### config.mk
export PLATFORM = sky130hd
export DESIGN_NAME = mcp_receiver
export DESIGN_NICKNAME = d
export VERILOG_FILES = /design/src/rtl/mcp_receiver.sv
export SDC_FILE = /design/constraint.sdc
export NUM_CORES = 1
export LEC_CHECK = 0
export CAP_MARGIN = 25
export CELL_PAD_IN_SITES_DETAIL_PLACEMENT = 1
export CELL_PAD_IN_SITES_GLOBAL_PLACEMENT = 1
export CORE_UTILIZATION = 51
export DETAILED_ROUTE_END_ITERATION = 7
export DONT_BUFFER_PORTS = 1
export PLACE_DENSITY_LB_ADDON = 0.05
export SYNTH_ARGS = -nofsm -noshare
export SYNTH_HDL_FRONTEND = slang
export SYNTH_SLANG_ARGS = --single-unit
### constraint.sdc
create_clock -name clk_a -period 2.9 [get_ports clk_a]
set_clock_uncertainty 0.2 [all_clocks]
set_input_delay 0.58 -clock clk_a [delete_from_list [all_inputs] [get_ports clk_a]]
set_output_delay 0.58 -clock clk_a [all_outputs]
set_load 0.005 [all_outputs]
### src/rtl/mcp_receiver.sv
// Receiving half of a toggle-handshake multi-cycle-path CDC: synchronizes b_req, captures b_data
// into a 2-entry FIFO and returns an a_ack toggle per captured word.
module mcp_receiver #(
   parameter int unsigned      WIDTH       = 8,
   parameter int unsigned      SYNC_STAGES = 2,
   parameter logic [WIDTH-1:0] RESET_VAL   = '0
) (
   input  logic             reset,
   input  logic             clk_a,
   input  logic             b_req,
   input  logic [WIDTH-1:0] b_data,
   output logic             a_ack,
   output logic             a_valid,
   input  logic             a_ready,
   output logic [WIDTH-1:0] a_data,
   output logic [1:0]       a_count
);

   logic [SYNC_STAGES-1:0] sync_q;
   logic                   req_s;
   logic                   last_seen_q;
   logic                   ack_q;
   logic [WIDTH-1:0]       mem_q [2];
   logic                   wr_ptr_q;
   logic                   rd_ptr_q;
   logic [1:0]             count_q;
   logic [1:0]             count_d;
   logic                   pending;
   logic                   full;
   logic                   pop;
   logic                   capture;

   always_ff @(posedge clk_a or posedge reset) begin
      if (reset) begin
         sync_q <= '0;
      end else begin
         sync_q <= {sync_q[SYNC_STAGES-2:0], b_req};
      end
   end

   assign req_s = sync_q[SYNC_STAGES-1];

   // b_data is only trusted once the synchronized toggle differs from the last word taken.
   always_comb begin
      pending = (req_s != last_seen_q);
      full    = (count_q == 2'd2);
      pop     = a_valid & a_ready;
      capture = pending & (~full | pop);
      count_d = count_q;
      if (capture && !pop) begin
         count_d = count_q + 2'd1;
      end else if (pop && !capture) begin
         count_d = count_q - 2'd1;
      end
   end

   always_ff @(posedge clk_a or posedge reset) begin
      if (reset) begin
         last_seen_q <= 1'b0;
         ack_q       <= 1'b0;
         wr_ptr_q    <= 1'b0;
         rd_ptr_q    <= 1'b0;
         count_q     <= 2'd0;
      end else begin
         count_q <= count_d;
         if (capture) begin
            last_seen_q <= req_s;
            ack_q       <= ~ack_q;
            wr_ptr_q    <= ~wr_ptr_q;
         end
         if (pop) begin
            rd_ptr_q <= ~rd_ptr_q;
         end
      end
   end

   // Storage is written only on a capture edge so b_data is never sampled while it may be moving.
   always_ff @(posedge clk_a or posedge reset) begin
      if (reset) begin
         mem_q[0] <= RESET_VAL;
         mem_q[1] <= RESET_VAL;
      end else if (capture) begin
         mem_q[wr_ptr_q] <= b_data;
      end
   end

   assign a_ack   = ack_q;
   assign a_valid = (count_q != 2'd0);
   assign a_data  = mem_q[rd_ptr_q];
   assign a_count = count_q;

endmodule

Yosys cells after proc, flatten, opt, wreduce, memory -nomap -nowiden:

Cells that the tools add are included.

* input bits: 12
* output and inout port bits: 12
* register bits after elaboration: 24
* logic and storage cells: 39

* equal/unequal tests: 2
* reductions and logical operators: 7
* multiplexer cells: 8
* bitwise logic cells: 9
* $lt $le $gt $ge: 3
* $add $sub $neg: 2

Operators with widths (count)
* 8-bit two-way mux: 4
* 16-bit bitwise mux: 1
* 8-bit demux with 1-bit select: 1
* 2-bit greater-or-equal comparator, second input constant: 2
* 2-bit two-way mux: 2
* 1-bit NOT: 4
* 1-bit NOT with 2-bit output: 2
* 2-bit nonzero test: 2
* 1-bit logical AND: 3
* 2-bit by 1-bit adder with 2-bit output, second input constant: 1
* 1-bit AND: 2
* 2-bit == test, second input constant: 1
* 1-bit logical NOT: 2
* 2-bit by 1-bit < comparator with 1-bit output, second input constant: 1
* 2-bit by 1-bit subtractor with 2-bit output, second input constant: 1
* 1-bit inequality test: 1
* 1-bit OR: 1

Logic depth before layout (Yosys ltp):

* depth in word-level cells: 8
* mapped depth: 6

Least setup slack after synthesis:

OpenSTA, ideal clock, no wires.

* kind: input-to-reg
* start: input a_ready
* end: register count_q[1] (netlist: a_count[1])
* data arrival time: 1.560 ns
* path buffers: 0
* path slack: 1.061 ns
* data required time: 2.621 ns
* setup time: 0.079 ns
* cell stages on the path: 6
* path through: nor3b_2 > nor2_2 > ha_1 > xor2_1 > nor2_1 > xor2_1

* cells in the longest elaborated chain, start to end: 6
* elaborated cells on any way between the ends: 9
* those cells by class: mux (1); bitwise (3); reduce/logical (5)

Ends and longest elaborated chain
* from (decl): line 14 `input logic a_ready,`
* 1-bit AND *: line 47 `pop = a_valid & a_ready;`
* 1-bit OR: line 48 `capture = pending & (~full | pop);`
* 1-bit AND: line 48
* 1-bit logical NOT: line 52 `end else if (pop && !capture) begin`
* 1-bit logical AND: line 52
* 2-bit nonzero test (no source line)
* to (signal assigned): line 65 `count_q <= count_d;`
* to (decl): line 26 `logic [1:0] count_q;`

Mark *: on every way between the ends. The rest lies on a longest branch, timed or not.
A chain may end at the register's enable or synchronous reset.

Worst setup path after layout:

* start: register rd_ptr_q
* end: output a_data[7]

* cells in the longest elaborated chain, start to end: 4

Ends and longest elaborated chain
* from (decl): line 25 `logic rd_ptr_q;`
* from (signal assigned): line 72 `rd_ptr_q <= ~rd_ptr_q;`
* 1-bit NOT with 2-bit output (implied by the code): line 89 `assign a_data = mem_q[rd_ptr_q];`
* 8-bit two-way mux (implied by the code) (3 in a row): line 89
* to (decl): line 15 `output logic [WIDTH-1:0] a_data,`

Every way passes these cells. The select of a mux whose other input is x is not followed.

==> reports/metrics.csv <==
metric;value;unit
outcome;complete, no violations;
drtIter0Drc;3;
final_cell_mix;24 x dfrtp_1, 15 x mux2_2, 10 x nand2_1;
synthCells;82;
p_seq_share;49.5;%
pwr-share-clk;13.7;%
core_area;1962;um^2
drtPass1Iterations;2;
fin_crit_sh;73.90;%
vias;615;
layout_commonest_cell;dfrtp_1;
switching_power;0.4516;mW
drv_cap;0;
cts_hold_buffers;0;
p_total;1.276;mW
post-place-cells;106;
dpl_worst_slack;0.9323;ns
cts_tree;built;
drt_wl_total;1862;um
crit_required;2.12;ns
clock_path_buffers;2;
place_hpwl;1400;um
die_x;47.56;um
critPathCaptureType;output pin;
worstSetupPathType;flop to output pin;
viasPerCell;5.591;
grt_max_degree;25;
p_per_area;1143;nW/um^2
grt_setup_unrepaired;false;
period_needed;2.143;ns
synthesis.area;1059;um^2
ir_drop;0.0005666;V
synth_cell_types;21;
grt_pass1_vias;615;
synth_edf_count;0;
cts_setup_buffers;0;
fin_cells;110;
timing.final.max_slew_violations;0;
antenna_cells;0;
critPathArrivalTime;1.36;ns
cts_buffers;3;
nets;97;
ctsResizeCount;0;
cts.sinks;24;
routabilityCongestion;0.7098;
hold_viol;0;
slew_headroom;41.85;%
grt_overflow;0;
p_leak;0.4845;nW
crit_path_max_fanout;12;
antenna_found_initial;0;
synth_area_per_cell;12.91;um^2
cp_top_family;flip-flops;
path_clk_slew;0.13;ns
syn_nets;95;
tightestPinTransition;0.8713;ns
ys_warn_count;0;
p_int;0.8245;mW
ant_nets;0;
remaining_drc_errors;0;
ys_ff_latch;24;
dieArea;2261;um^2
setup_violations;0;
initial_core_util;53.95;%
clk_latency;0.30;ns
drive_above_1_share;28.92;%
avgRoutedWirePerCell;16.93;um
dieHeight;47.56;um
port_buffers;0;
synth-async-reset-ratio;100.0;%
sw_frac_of_total;35.39;%
crit_path_start_kind;flop;
synth-main-ff-cell;dfrtp_1;
layout_setup_ws;0.7569;ns
path_buf_inv;0;
htreeDepth;1;
grt_pass1_wl;2822;um
io_pins;24;
area_growth_syn_to_layout;5.437;%
track_usage;18.55;%
clock.fmax;466.6;MHz
finalSetupTns;0;ns
ys_seq_area_share;56.74;%
crit_slowest_cell;dfrtp_1;
ctsRootBufferMaster;clkbuf_4;
power_frac_comb;36.8;%
rows;16;
hp-class;primary input to flop;
crit_chain;mux2_2;
cpPeakStageDelay;0.64;ns
## synthesized netlist by cell type, types with 3 or more instances
master / n / area [um^2]
mux2_2: 15 / 168.9
inv_1: 4 / 15.01
o21ai_0: 3 / 15.01
dfrtp_1: 24 / 600.6
xnor2_1: 3 / 26.28
o22ai_1: 3 / 18.77
nand2_1: 10 / 37.54
xor2_1: 5 / 43.79
a32o_1: 3 / 30.03
## flip-flops by register name, summed over array words and instances, names as in the netlist
register,cells
last_seen_q,1
wr_ptr_q,1
a_count,2
mem_q,16
a_ack,1
sync_q,2
rd_ptr_q,1
## area by class of cell
cell class              instances  area (um^2)
well taps                      27        33.78
flip-flops and latches         24        600.6
inverters                       4        15.01
fillers                       213        845.8
multi-input cells              51        430.4
clock buffers                   4        36.28
## per-stage QoR
stage                     hold slack (ns)  utilization, %  cell area (um^2)
after floorplan                    0.1312               -              1059
after global placement             0.1408           55.04              1080
after detailed placement           0.1523           55.04              1080
after CTS                         0.07321           56.89              1116
after global routing              0.05844           56.89              1116
final                             0.08844           56.89              1116
## metal layers
layer | track usage, % | vias up | share of wire (%)
met3 | 3.396 | 2 | 5.9
met2 | 29.59 | 14 | 48
met5 | 0 | - | 0
met4 | 8.333 | 0 | 0.75
li1 | - | 284 | -
met1 | 24.88 | 315 | 45
## power groups by stage
stage                     Combinational (mW)  Clock (mW)  Sequential, mW
after floorplan                        0.452           0           0.566
after global placement                 0.458           0           0.630
after detailed placement               0.480           0           0.643
after CTS                              0.481       0.178           0.635
after global routing                   0.525       0.193           0.658
final                                  0.470       0.175           0.632
## kinds of logic after synthesis
kind of cell	Yosys count	share of synthesized area, %
AOI/OAI and AO/OA	9	6.028
xor gates and xnor gates	8	6.620
adders and majority gates	1	1.182
buffers and inverters	7	2.599
DFF	24	56.74
muxes	15	15.96
and+or+nand+nor	18	10.88
## worst paths after layout
| check | startpoint | end | slack (ns) | cells after the start |
|---|---|---|---|---|
| min in group asynchronous | reset | mem_q[9] | 0.12 | 1 |
| setup reg to reg | a_count[0] | a_count[1] | 0.99 | 6 |
| hold / removal | b_req | sync_q[0] | 0.09 | 0 |
| max in group asynchronous | reset | last_seen_q | 1.84 | 1 |
| hold reg to reg | sync_q[0] | sync_q[1] | 0.18 | 0 |
| setup / recovery | rd_ptr_q | a_data[7] | 0.76 | 1 |
No activity file was read; power rests on OpenSTA's default activity.
